`src/rtl/mod12_pass_sequencer.sv`:
```
// Pass sequencer for the shared mod-12 up/down counter: loads a start value,
// verifies the load, runs to the end value, and repeats for the programmed passes.
//
// state  | meaning
// IDLE   | ready for a command, counter free-runs upward
// LOAD   | cnt_load asserted with din=start, one cycle
// VERIFY | check that the counter took the start value
// RUN    | counter steps in dir until it reaches end
// DONE   | done pulse, all passes complete
// ERR    | err pulse with err_code valid
module mod12_pass_sequencer #(
  parameter int CW         = 4,
  parameter int MAXV       = 12,
  parameter int LOAD_TRIES = 3
) (
  input  logic          clock,
  input  logic          reset,
  input  logic          cmd_valid,
  output logic          cmd_ready,
  input  logic [CW-1:0] cmd_start,
  input  logic [CW-1:0] cmd_end,
  input  logic          cmd_dir,
  input  logic [3:0]    cmd_reps,
  input  logic          abort,
  output logic          cnt_mode,
  output logic          cnt_load,
  output logic [CW-1:0] cnt_din,
  input  logic [CW-1:0] cnt_count,
  output logic          busy,
  output logic [3:0]    pass_idx,
  output logic          done,
  output logic          err,
  output logic [1:0]    err_code,
  output logic          aborted
);

  typedef enum logic [2:0] {IDLE, LOAD, VERIFY, RUN, DONE, ERR} state_t;

  localparam int TW = $clog2(LOAD_TRIES + 1);
  localparam logic [CW-1:0] MAX_START = CW'(MAXV - 1);
  localparam logic [CW-1:0] MAX_END   = CW'(MAXV);
  // run_cnt value on the last RUN cycle of a full lap (MAXV+1 steps)
  localparam logic [3:0]    LAST_RUN  = 4'(MAXV);

  state_t        state;
  logic [CW-1:0] start_q;
  logic [CW-1:0] end_q;
  logic          dir_q;
  logic [3:0]    reps_q;
  logic [TW-1:0] tries;
  logic [3:0]    run_cnt;
  logic          cmd_legal;

  assign cmd_legal = (cmd_start != '0) && (cmd_start <= MAX_START) && (cmd_end <= MAX_END);

  always_ff @(posedge clock) begin
    if (reset) begin
      state    <= IDLE;
      start_q  <= '0;
      end_q    <= '0;
      dir_q    <= 1'b0;
      reps_q   <= '0;
      tries    <= '0;
      run_cnt  <= '0;
      pass_idx <= '0;
      err_code <= 2'd0;
      aborted  <= 1'b0;
    end else begin
      aborted <= 1'b0;
      case (state)
        IDLE: begin
          if (cmd_valid) begin
            start_q  <= cmd_start;
            end_q    <= cmd_end;
            dir_q    <= cmd_dir;
            reps_q   <= cmd_reps;
            pass_idx <= '0;
            tries    <= '0;
            if (cmd_legal) begin
              err_code <= 2'd0;
              state    <= LOAD;
            end else begin
              err_code <= 2'd1;
              state    <= ERR;
            end
          end
        end
        LOAD: begin
          if (abort) begin
            aborted <= 1'b1;
            state   <= IDLE;
          end else begin
            tries <= tries + TW'(1);
            state <= VERIFY;
          end
        end
        VERIFY: begin
          if (abort) begin
            aborted <= 1'b1;
            state   <= IDLE;
          end else if (cnt_count == start_q) begin
            run_cnt <= '0;
            state   <= RUN;
          end else if (tries < TW'(LOAD_TRIES)) begin
            state <= LOAD;
          end else begin
            err_code <= 2'd2;
            state    <= ERR;
          end
        end
        RUN: begin
          if (abort) begin
            aborted <= 1'b1;
            state   <= IDLE;
          end else if (cnt_count == end_q) begin
            if (pass_idx == reps_q) begin
              state <= DONE;
            end else begin
              pass_idx <= pass_idx + 4'd1;
              tries    <= '0;
              state    <= LOAD;
            end
          end else if (run_cnt == LAST_RUN) begin
            err_code <= 2'd3;
            state    <= ERR;
          end else begin
            run_cnt <= run_cnt + 4'd1;
          end
        end
        DONE:    state <= IDLE;
        ERR:     state <= IDLE;
        default: state <= IDLE;
      endcase
    end
  end

  // Outside an active pass the counter is left free-running upward
  assign cmd_ready = (state == IDLE);
  assign busy      = (state != IDLE);
  assign cnt_load  = (state == LOAD);
  assign cnt_mode  = (state inside {LOAD, VERIFY, RUN}) ? dir_q : 1'b1;
  assign cnt_din   = start_q;
  assign done      = (state == DONE);
  assign err       = (state == ERR);

endmodule

```
`config.mk`:
```
export PLATFORM = sky130hd
export DESIGN_NAME = mod12_pass_sequencer
export DESIGN_NICKNAME = d
export VERILOG_FILES = /design/src/rtl/mod12_pass_sequencer.sv
export SDC_FILE = /design/constraint.sdc
export NUM_CORES = 1
export LEC_CHECK = 0
export ABC_AREA = 1
export CAP_MARGIN = 20
export CELL_PAD_IN_SITES_DETAIL_PLACEMENT = 1
export CELL_PAD_IN_SITES_GLOBAL_PLACEMENT = 1
export CORE_MARGIN = 3
export CORE_UTILIZATION = 30
export DETAILED_ROUTE_END_ITERATION = 16
export PLACE_DENSITY_LB_ADDON = 0.25
export SLEW_MARGIN = 10
export SYNTH_ARGS = -nofsm -noshare
export SYNTH_HDL_FRONTEND = slang
export SYNTH_SLANG_ARGS = --single-unit
```
`constraint.sdc`:
```
create_clock -name clock -period 1.38 [get_ports clock]
set_input_delay 0.276 -clock clock [delete_from_list [all_inputs] [get_ports clock]]
set_output_delay 0.276 -clock clock [all_outputs]
set_load 0.1 [all_outputs]
```
==> results.txt, run 1 <==
- The first detailed-routing pass ran for 4 iterations.
- Detailed placement finished with a half-perimeter wire length of roughly 4500 um.
* Area growth from synthesis to layout: 62.0%
- Final critical-path share of the clock period: 1.11
- For this design the top-level I/O count stands at 38.
* Total overflow reported by the global router: 0
- Last weighted congestion value of the routability-driven placer: 0.808
* Num CTS Buffers: 5
- For the pin with the worst max-slew slack, the measured transition is around 0.31 ns.
- Depth of the worst hold-timing path: 2
* Data required time of the worst path: 1.10 ns
* Internal power summed over all cells: 2.05 mW
- For the worst flop-to-flop path, the logic depth is 9.
* Wire length of the first global-routing pass: 10100 um
- R2R setup slack: -0.03 ns
* Hold path startpoint: dir_q
* Max-cap violation count: 0
- Worst skew pair latency: 0.28 ns
- Post-synth net total: 307
- In this run, distinct cell masters in the synthesized netlist total 27.
- Seq cells post-synth: 29
- Fraction of layout instances using a drive strength above 1: 0.342
- DRC viols: 0
- Maximum number of pins on one net before global-route repair: 25
- Total setup violations reported at the end of the flow: 14
- Result of the run: finished, violations left
- Combinational fraction of design power: 0.491
- Setup repair after global routing missed its margin: true
* Cell type contributing the most total cell area after synthesis: sky130_fd_sc_hd__dfxtp_1
* Worst path setup slack after routing: -0.148 ns
- Post-placement cell area: 0.00277 mm2
* Post-layout min period: ~1.5 ns
- The share of total power dissipated in the clock network is 0.225.
- Net Switching: between 1.5 and 2 mW
- Of the total power, the share spent switching nets is 0.427.
- Arrival time of the worst setup path: 1.25 ns
- Antenna diode instance count: 0
- Of the synthesized area, sequential elements account for 0.318.
- Clock-pin slew was measured on the worst setup and hold paths at roughly 0.07 ns.
* Share of the synthesized area in the top cell type: 0.318
* Peak ir drop on the vdd network: about 0.60 mV
- Global routing usage summed across all routing layers: 0.179
* Count of input and output buffers: 37
- Layout net count: about 380
- Critical path fanouts, max: 6
- For this run, the leading register cell type out of synthesis is sky130_fd_sc_hd__dfxtp_1.
* Number of buffers inserted by hold repair at cts: 0
- CTS tree: done
- Wire length per cell after detailed routing: ~14 um
* Synthesized area: ~0.0018 mm2
- Counting every sink on the clock net gives 29.
- Crit path launch type: register
- The design draws 3.58 mW.
- The number of antenna violations at the first check in global routing is 0.
- Clk Tree Root Cell: sky130_fd_sc_hd__clkbuf_8
* Headroom to the max-slew limit: 0.792
- Vias in the first global route: about 2200
- Cell types occupying the most area after synthesis: sky130_fd_sc_hd__dfxtp_1 32%, sky130_fd_sc_hd__nand2_1 18%, sky130_fd_sc_hd__inv_1 8.0%
- Fraction of registers with async set or reset after synthesis: 0
- In this run the worst hold path is classified as register to register.
- The filler cells instantiated in the layout total roughly 700.
- Max H-tree Level: 2
- The final reports fail on negative setup slack.
* Beginning of the worst register-to-register path: state[0]
* Power density relative to cell area: between 1000 and 1500 mW/mm2
- The first routing iteration left 55 violations.
* Setup TNS: -0.764 ns
- Number of enable-type register cells in the synthesized netlist: 0
- Max clock buf depth: 2
- By startpoint and endpoint, the worst setup path is classified as register to output port.
- Final standard cell area without fillers: roughly 0.0030 mm2
- For this configuration, the core starts out at a cell density of 0.321.
- Share of total power in sequential cells: 0.284
- The worst setup path is captured at an output port.
- Die width: ~84 um
- Gate Count Post-Synth: ~280
- Full die area: around 0.007 mm2
- Highest clock frequency the design can meet: approximately 650 MHz
- The floorplan step set the die height to roughly 84 um.
- After detailed routing, the total wire length is around 6000 um.
- The number of pins exceeding their max-slew limit in the final report is 0.
* Synthesis Warnings: 0
- Via count: between 1500 and 2000
- In this run the remaining antenna-violating nets after routing total 0.
* Area of the core: between 0.005 and 0.006 mm2
- Std cell rows: 27
- The final hold violation count came to 0.
* P_leak: approximately 1.4 nW
- Crit path launch: state[2]
- Mean instance size in the synthesized netlist: 6.46 um2
- Post-Route Skew: ~0.0060 ns
* Average vias per placed instance: around 4.6
-- metrics by stage --
step                utilization  std cells  hold WS, ns  setup slack [ns]
finish                    0.520        429        0.474            -0.148
global route              0.520        429        0.496            -0.210
CTS                       0.517        428        0.481            -0.169
detailed placement        0.487        417        0.469            -0.462
global placement          0.487        417        0.457            -0.405
floorplan                     -        282        0.345            -0.535
-- layer usage --
layer	vias to the layer above	wire [um]	global-route usage	share of wire
met2	28	2970	0.326	0.51
met4	0	88	0.0673	0.015
met3	7	169	0.0306	0.029
met5	-	0	0	0
li1	1027	-	-	-
met1	922	2630	0.207	0.45
-- repair_timing --
action,CTS,global route
setup endpoints to repair,21,34
setup buffers,3,1
pin swaps,6,4
gates resized for setup,23,6
-- state kept, by name, summed over array words and instances (netlist names) --
name,count
err_code,2
aborted,1
tries,2
reps_q,4
end_q,4
cnt_din,4
pass_idx,4
state,3
run_cnt,4
dir_q,1
-- cells by family after synthesis --
family	share of synthesized area
simple gates	0.386
fa+ha+maj	0.0275
buf+inv	0.108
flops	0.318
xor+xnor	0.0384
compound gates	0.121
-- power groups by stage --
stage                     combinational [mW]  clock, mW  sequential (mW)
final                                   1.75      0.804             1.02
after CTS                               1.75      0.830             1.02
after detailed placement                1.68          0             1.03
after global placement                  1.65          0             1.03
after global routing                    1.88      0.870             1.03
after floorplan                        0.840          0             1.23
-- synthesized netlist by cell type (2+ instances only) --
master                     number
sky130_fd_sc_hd__dfxtp_1       29
sky130_fd_sc_hd__buf_2          2
sky130_fd_sc_hd__nor3_1         2
sky130_fd_sc_hd__ha_1           4
sky130_fd_sc_hd__inv_1         39
sky130_fd_sc_hd__clkbuf_1       2
sky130_fd_sc_hd__xor2_1         4
sky130_fd_sc_hd__a21oi_1       21
sky130_fd_sc_hd__nand3_1       11
sky130_fd_sc_hd__o21ai_0       11
sky130_fd_sc_hd__xnor2_1        4
sky130_fd_sc_hd__nand2_1       88
sky130_fd_sc_hd__o21bai_1       2
sky130_fd_sc_hd__nor2_4         3
sky130_fd_sc_hd__inv_2          3
sky130_fd_sc_hd__nor2_1        26
sky130_fd_sc_hd__buf_6          2
sky130_fd_sc_hd__nor2_2         5
sky130_fd_sc_hd__o21ai_1        2
sky130_fd_sc_hd__nand3_4        2
sky130_fd_sc_hd__nand4_1        6
sky130_fd_sc_hd__nand2_2        9
-- layout make-up --
type | instances | area (um2) | share of cell area
inverters | 42 | 163 | 0.0551
clock buffers | 7 | 96.3 | 0.0326
repair buffers | 73 | 835 | 0.283
clock inverters | 1 | 5.00 | 0.00169
well taps | 72 | 90.1 | 0.0305
flip-flops and latches | 29 | 624 | 0.211
multi-input cells | 205 | 1140 | 0.386
-- worst paths after layout --
path / endpoint
max: cnt_mode
min: dir_q
min reg2reg: dir_q
max reg2reg: reps_q[2]
-- cells in the final DEF, fill, tap and decap left out --
| master | count |
|---|---|
| sky130_fd_sc_hd__a21oi_1 | 18 |
| sky130_fd_sc_hd__a21oi_2 | 3 |
| sky130_fd_sc_hd__a21oi_4 | 1 |
| sky130_fd_sc_hd__buf_12 | 19 |
| sky130_fd_sc_hd__buf_4 | 33 |
| sky130_fd_sc_hd__buf_6 | 1 |
| sky130_fd_sc_hd__clkbuf_8 | 7 |
| sky130_fd_sc_hd__clkdlybuf4s50_1 | 16 |
| sky130_fd_sc_hd__clkinv_2 | 1 |
| sky130_fd_sc_hd__dfxtp_1 | 16 |
| sky130_fd_sc_hd__dfxtp_2 | 2 |
| sky130_fd_sc_hd__dfxtp_4 | 11 |
| sky130_fd_sc_hd__dlygate4sd2_1 | 4 |
| sky130_fd_sc_hd__ha_1 | 4 |
| sky130_fd_sc_hd__inv_1 | 32 |
| sky130_fd_sc_hd__inv_2 | 8 |
| sky130_fd_sc_hd__inv_4 | 2 |
| sky130_fd_sc_hd__nand2_1 | 86 |
| sky130_fd_sc_hd__nand2_2 | 9 |
| sky130_fd_sc_hd__nand2_4 | 2 |
| sky130_fd_sc_hd__nand3_1 | 11 |
| sky130_fd_sc_hd__nand3_4 | 3 |
| sky130_fd_sc_hd__nand4_1 | 6 |
| sky130_fd_sc_hd__nor2_1 | 19 |
| sky130_fd_sc_hd__nor2_2 | 8 |
| sky130_fd_sc_hd__nor2_4 | 7 |
| sky130_fd_sc_hd__nor3_1 | 2 |
| sky130_fd_sc_hd__o211ai_1 | 1 |
| sky130_fd_sc_hd__o21ai_0 | 1 |
| sky130_fd_sc_hd__o21ai_1 | 8 |
| sky130_fd_sc_hd__o21ai_2 | 4 |
| sky130_fd_sc_hd__o21bai_1 | 2 |
| sky130_fd_sc_hd__o31ai_4 | 1 |
| sky130_fd_sc_hd__or2_0 | 1 |
| sky130_fd_sc_hd__xnor2_1 | 4 |
| sky130_fd_sc_hd__xor2_1 | 4 |
-- critical path, cell delays in order (launching register included) --
cell	delay (ns)
sky130_fd_sc_hd__dfxtp_4	0.38
sky130_fd_sc_hd__buf_4	0.14
sky130_fd_sc_hd__nor2_2	0.11
sky130_fd_sc_hd__buf_4	0.12
sky130_fd_sc_hd__nand2_2	0.05
sky130_fd_sc_hd__buf_12	0.16
Power figures use the tool's default switching activity.
==> run 2: changes to the inputs <==
--- a/config.mk
+++ b/config.mk
@@ -11,6 +11,7 @@
 export CELL_PAD_IN_SITES_GLOBAL_PLACEMENT = 1
 export CORE_MARGIN = 3
 export CORE_UTILIZATION = 30
+export CTS_CLUSTER_DIAMETER = 50
 export DETAILED_ROUTE_END_ITERATION = 16
 export PLACE_DENSITY_LB_ADDON = 0.25
 export SLEW_MARGIN = 10
==> results of run 2 <==
No change in the layout: final DEF, timing and power equal those of run 1.
==> variant 1, RTL diff (config.mk and constraints of run 2) <==
The parameter `CW` goes from 4 to 8.
--- a/src/rtl/mod12_pass_sequencer.sv
+++ b/src/rtl/mod12_pass_sequencer.sv
@@ -9,7 +9,7 @@
 // DONE   | done pulse, all passes complete
 // ERR    | err pulse with err_code valid
 module mod12_pass_sequencer #(
-  parameter int CW         = 4,
+  parameter int CW         = 8,
   parameter int MAXV       = 12,
   parameter int LOAD_TRIES = 3
 ) (
Ports: changed (resized cmd_end, cmd_start, cnt_count and cnt_din); port bits go from 38 to 54. No check against the original RTL was run, so the function may have changed too.
==> variant 1 against run 2 <==
The run still ends with setup timing left; sequential cell count rose by 8; power up 39%; setup slack got worse by 0.034 ns; critical path depth is 1 higher; wire length is 43% higher; area after synthesis is 13% higher; largest power group unchanged; sequential power grew 32%; design area rose by 25%; highest routed layer unchanged.
==> variant 1: results (changes against run 2) <==
- The run finished, with violations left.
- The final reports fail on setup timing.
- The count of cells along the worst register-to-register path is 10 (+1).
- The maximum number of pins on one net before global-route repair came to 22 (-12%).
- The worst-case vdd ir drop is 0.980 mV (+64%).
- The via count of the first global-routing pass was 2507 (+16%).
- The final-layout fill cell count is 785 (+12%).
- The count of unique library cells instantiated by Yosys came to 23 (-15%).
- Among all stages on the critical path, the largest delay is contributed by sky130_fd_sc_hd__dfxtp_2.
- The latest clock arrival within the worst-skew pair is 0.30 ns (+0.02 ns).
- The vias per cell is 5.05 (+9.2%).
- The worst-case setup slack after placement was -0.476 ns (-0.0148 ns).
- The routing usage on met1 is 23.2% (+2.4 points).
- The aggregate global-route resource usage was 19.7% (+1.8 points).
- The final critical-path setup slack is -0.182 ns (-0.0339 ns).
- The switching portion of total power is 46.0% (+3.3 points).
- The worst hold slack was 0.466 ns (-0.00795 ns).
- The startpoint of the worst hold path is reps_q[3].
- The routing usage on met2 is 35.4% (+2.7 points).
- By count the netlist is led by 90 x sky130_fd_sc_hd__nand2_1, 37 x sky130_fd_sc_hd__dfxtp_1, 35 x sky130_fd_sc_hd__a21oi_1, 35 x sky130_fd_sc_hd__nor2_1, 32 x sky130_fd_sc_hd__nand3_1.
- The highest cell delay on the worst timing path is 0.35 ns (-0.03 ns).
- The setup TNS is -1.67 ns (-0.902 ns).
- The worst hold path endpoint is reps_q[3].
- The HPWL reported at the end of detailed placement is 5410 µm (+20%).
- The number of setup violations in the final report was 24 (+10).
- The routed metal-1 wire length is 3440 µm (+31%).
- The post-route clock skew came to 0.00735 ns (+0.00138 ns).
[variant 1: changes by cell type in the layout (fill, tap and decap cells not counted), moves of 6 or more]
cell                                     run 2  this run
sky130_fd_sc_hd__a21oi_1                    18        31
sky130_fd_sc_hd__clkdlybuf4s50_1            16        24
sky130_fd_sc_hd__inv_1                      32        22
sky130_fd_sc_hd__nand2_1                    86        66
sky130_fd_sc_hd__nand2_2                     9        19
sky130_fd_sc_hd__nand3_1                    11        23
sky130_fd_sc_hd__nand3_2                     0         9
sky130_fd_sc_hd__nand4_1                     6         0
[variant 1: power groups by stage]
stage / registers [W] / logic [W] / clock network (W)
after floorplan: 0.00176 / 0.00109 / 0
after global placement: 0.00135 / 0.00244 / 0
after detailed placement: 0.00136 / 0.00247 / 0
after CTS: 0.00134 / 0.00264 / 0.000787
after global routing: 0.00138 / 0.00300 / 0.000828
final: 0.00135 / 0.00285 / 0.000767
[variant 1: worst max-delay path by stage]
stage | startpoint | end | slack, ns | cells after the start
2_1_floorplan | state[2] | done | -0.28 | 2
3_3_place_gp | cnt_count[1] | pass_idx[2] | -0.45 | 11
3_5_place_dp | cnt_count[0] | pass_idx[1] | -0.48 | 11
4_1_cts | state[1] | busy | -0.18 | 6
5_1_grt | run_cnt[1] | err_code[0] | -0.24 | 11
6_report | state[0] | busy | -0.18 | 6
[variant 1: area by class of cell]
class / instances / area share [%]
sequential: 37 / 21.6
tap: 77 / 2.61
clock buffer: 7 / 2.07
multi-input combinational: 238 / 40.0
clock inverter: 1 / 0.102
timing repair buffer: 97 / 30.0
inverter: 32 / 3.56
[variant 1: critical path, delay by kind of cell (launching register included)]
kind	cells	cell delay, ns
buf+inv	4	0.47
flops	1	0.35
simple gates	2	0.18
[variant 1: stage by stage]
step	total power, W	instance area [µm²]	utilization [%]	cells
after floorplan	0.00285	2170	-	315
after global placement	0.00379	3230	49.8	471
after detailed placement	0.00383	3230	49.8	471
after CTS	0.00477	3440	53.0	487
after global routing	0.00520	3690	56.8	489
final	0.00497	3690	56.8	489
[variant 1: logic make-up (layout without fill, tap and decap cells)]
group / after synthesis / in the layout / synth area share, %
flops: 37 / 37 / 35.9
fa+ha+maj: 4 / 4 / 2.43
buf+inv: 40 / 137 / 7.58
simple gates: 169 / 169 / 35.3
xor+xnor: 14 / 14 / 5.95
compound gates: 51 / 51 / 12.8
[variant 1: repair_timing]
| item | 4_1_cts | 5_1_grt |
|---|---|---|
| hold buffers | 0 | 0 |
| buffers inserted | 8 | 4 |
| resized for setup | 31 | 75 |
| pin swaps | 14 | 25 |
| setup endpoints to repair | 21 | 32 |
==> variant 2, RTL diff (config.mk and constraints of run 2) <==
Made on the original files. Register the outputs `cnt_mode`, `cnt_load` and `err`, without a reset; this adds one clock of latency there. The other outputs are not delayed to match. Comments in the files are not updated.
--- a/src/rtl/mod12_pass_sequencer.sv
+++ b/src/rtl/mod12_pass_sequencer.sv
@@ -137,11 +137,13 @@
   // Outside an active pass the counter is left free-running upward
   assign cmd_ready = (state == IDLE);
   assign busy      = (state != IDLE);
-  assign cnt_load  = (state == LOAD);
-  assign cnt_mode  = (state inside {LOAD, VERIFY, RUN}) ? dir_q : 1'b1;
   assign cnt_din   = start_q;
   assign done      = (state == DONE);
-  assign err       = (state == ERR);
+  always_ff @(posedge clock) begin
+    cnt_mode <= (state inside {LOAD, VERIFY, RUN}) ? dir_q : 1'b1;
+    cnt_load <= (state == LOAD);
+    err      <= (state == ERR);
+  end
 
 endmodule
 
Behaviour: not the same (a bounded check fails within 4 cycles, from zero or initial values and one cycle with reset high).
==> variant 2 against run 2 <==
The run still ends with setup timing left; setup slack improved by 0.014 ns; wire length increased by 6.8%; register-to-register slack got worse by 0.04 ns; area after synthesis increased by 1.7%; critical path depth unchanged; fmax increased by 0.90%; sequential cell count increased by 3; global-route usage decreased by 0.58 points; power increased by 5.8%; combinational power increased by 7%; design area increased by 3.3%; utilization decreased by 0.79 points; die area increased by 1.6%; critical path type unchanged; critical endpoint is now cmd_ready; largest cell class unchanged.
==> variant 2: results (changes against run 2) <==
- The run finished, with violations left.
- The checks that failed: setup timing.
- The vias per cell is 4.75 (+2.6%).
- The top cell type's share of synthesized area is 34.5% (+2.7 points).
- The static leakage power was 1.38 nW (+1.4%).
- The iteration count of the initial detailed-routing pass was 4 (unchanged).
- The first-pass GRT wire length is 9870 µm (-2.7%).
- The share of final-layout standard cells stronger than drive strength 1 came to 36.6% (+2.4 points).
- The final critical-path setup slack came to -0.135 ns (+0.0137 ns).
- The post-route clock skew is 0.00519 ns (-0.000790 ns).
- The number of nets produced by synthesis is 310 (+0.98%).
- By area the synthesized netlist is led by sky130_fd_sc_hd__dfxtp_1 35%, sky130_fd_sc_hd__nand2_1 18%, sky130_fd_sc_hd__inv_1 7.3%.
- The worst-case vdd ir drop was 0.654 mV (+9.3%).
- The total number of nets in the final design is 385 (+1.0%).
- The worst-case setup slack after placement is -0.526 ns (-0.0641 ns).
- The normalized max-slew margin was 79.8% (+0.54 points).
- The maximum number of pins on one net before global-route repair is 19 (-24%).
- The via count of the first global-routing pass was 2079 (-3.7%).
- The HPWL reported at the end of detailed placement is 4690 µm (+4.0%).
- The post-layout instance count excluding filler cells came to 436 (+1.6%).
- The count of routing violations after the opening detailed-route iteration is 48 (-13%).
- The final weighted congestion in routability-driven placement is 0.813 (+0.57%).
- The post-synthesis sequential area ratio was 34.5% (+2.7 points).
- The instance count after placement with tap cells included is 419 (+0.48%).
- The final-layout fill cell count is 755 (+7.7%).
- The setup TNS is -0.462 ns (+0.302 ns).
- The number of cells produced by synthesis came to 285 (+1.1%).
- The aggregate global-route resource usage was 17.3% (-0.58 points).
- The final routed wire length divided by cell count is 14.3 µm (+5.0%).
- In the synthesized netlist, the cells that appear most often are 91 x sky130_fd_sc_hd__nand2_1, 36 x sky130_fd_sc_hd__inv_1, 32 x sky130_fd_sc_hd__dfxtp_1, 28 x sky130_fd_sc_hd__nor2_1, 23 x sky130_fd_sc_hd__a21oi_1.
- The count of unique library cells instantiated by Yosys is 24 (-11%).
- The worst-path maximum fanout is 3 (-3).
- The final global-route overflow total is 0 (unchanged).
- The number of setup violations in the final report is 8 (-6).
## variant 2: cells by family (layout without fill, tap and decap cells)
| logic type | after synthesis | after routing | synth area share, % |
|---|---|---|---|
| DFF | 32 | 32 | 34.5 |
| and+or+nand+nor | 160 | 160 | 38.3 |
| adders and majority gates | 4 | 4 | 2.70 |
| buffers and inverters | 45 | 121 | 10.9 |
| AOI/OAI and AO/OA | 36 | 36 | 9.85 |
| xor gates and xnor gates | 8 | 8 | 3.78 |
## variant 2: final timing paths
check	from	endpoint	slack [ns]	cells after the start
setup / recovery	state[1]	cmd_ready	-0.13	5
hold / removal	end_q[2]	end_q[2]	0.47	2
setup reg to reg	state[1]	run_cnt[3]	-0.07	9
hold reg to reg	end_q[2]	end_q[2]	0.47	2
## variant 2: area by class of cell
class / instances / area share [%]
Inverter: 39 / 5.04
Sequential cell: 32 / 22.4
Clock buffer: 8 / 2.95
Tap cell: 75 / 3.08
Multi-Input combinational cell: 208 / 38.3
Timing Repair Buffer: 74 / 28.2
## variant 2: timing repair
action	in CTS	in global routing
gates cloned	0	0
pin swaps	8	17
gates resized for setup	27	43
buffers inserted	7	2
setup endpoints to repair	20	30
hold endpoints to repair	0	0
## variant 2: critical path, stage by stage, from the launching register on
cell and delay (ns):
sky130_fd_sc_hd__dfxtp_4 0.35, sky130_fd_sc_hd__nor2_4 0.11, sky130_fd_sc_hd__inv_2 0.06, sky130_fd_sc_hd__nor2_4 0.14, sky130_fd_sc_hd__buf_6 0.13, sky130_fd_sc_hd__buf_12 0.16
## variant 2: where the power goes
part / internal, W / switching (W)
Sequential: 0.00104 / 0.000105
Combinational: 0.000722 / 0.00114
Clock: 0.000407 / 0.000363
Total: 0.00217 / 0.00161
## variant 2: per-layer routing
layer  up-vias  part of all wire (%)  GRT usage, %
met4         0                  0.93          4.60
met2        25                    54          32.1
li1       1041                     -             -
met5         -                     0             0
met1       996                    42          20.0
met3         7                   3.2          3.63
## variant 2: per-stage QoR
step	instance area (µm²)	hold WS [ns]	total power [W]
after floorplan	1910	0.335	0.00220
after global placement	2720	0.441	0.00282
after detailed placement	2720	0.464	0.00286
after CTS	2920	0.478	0.00371
after global routing	3050	0.489	0.00399
final	3050	0.470	0.00378
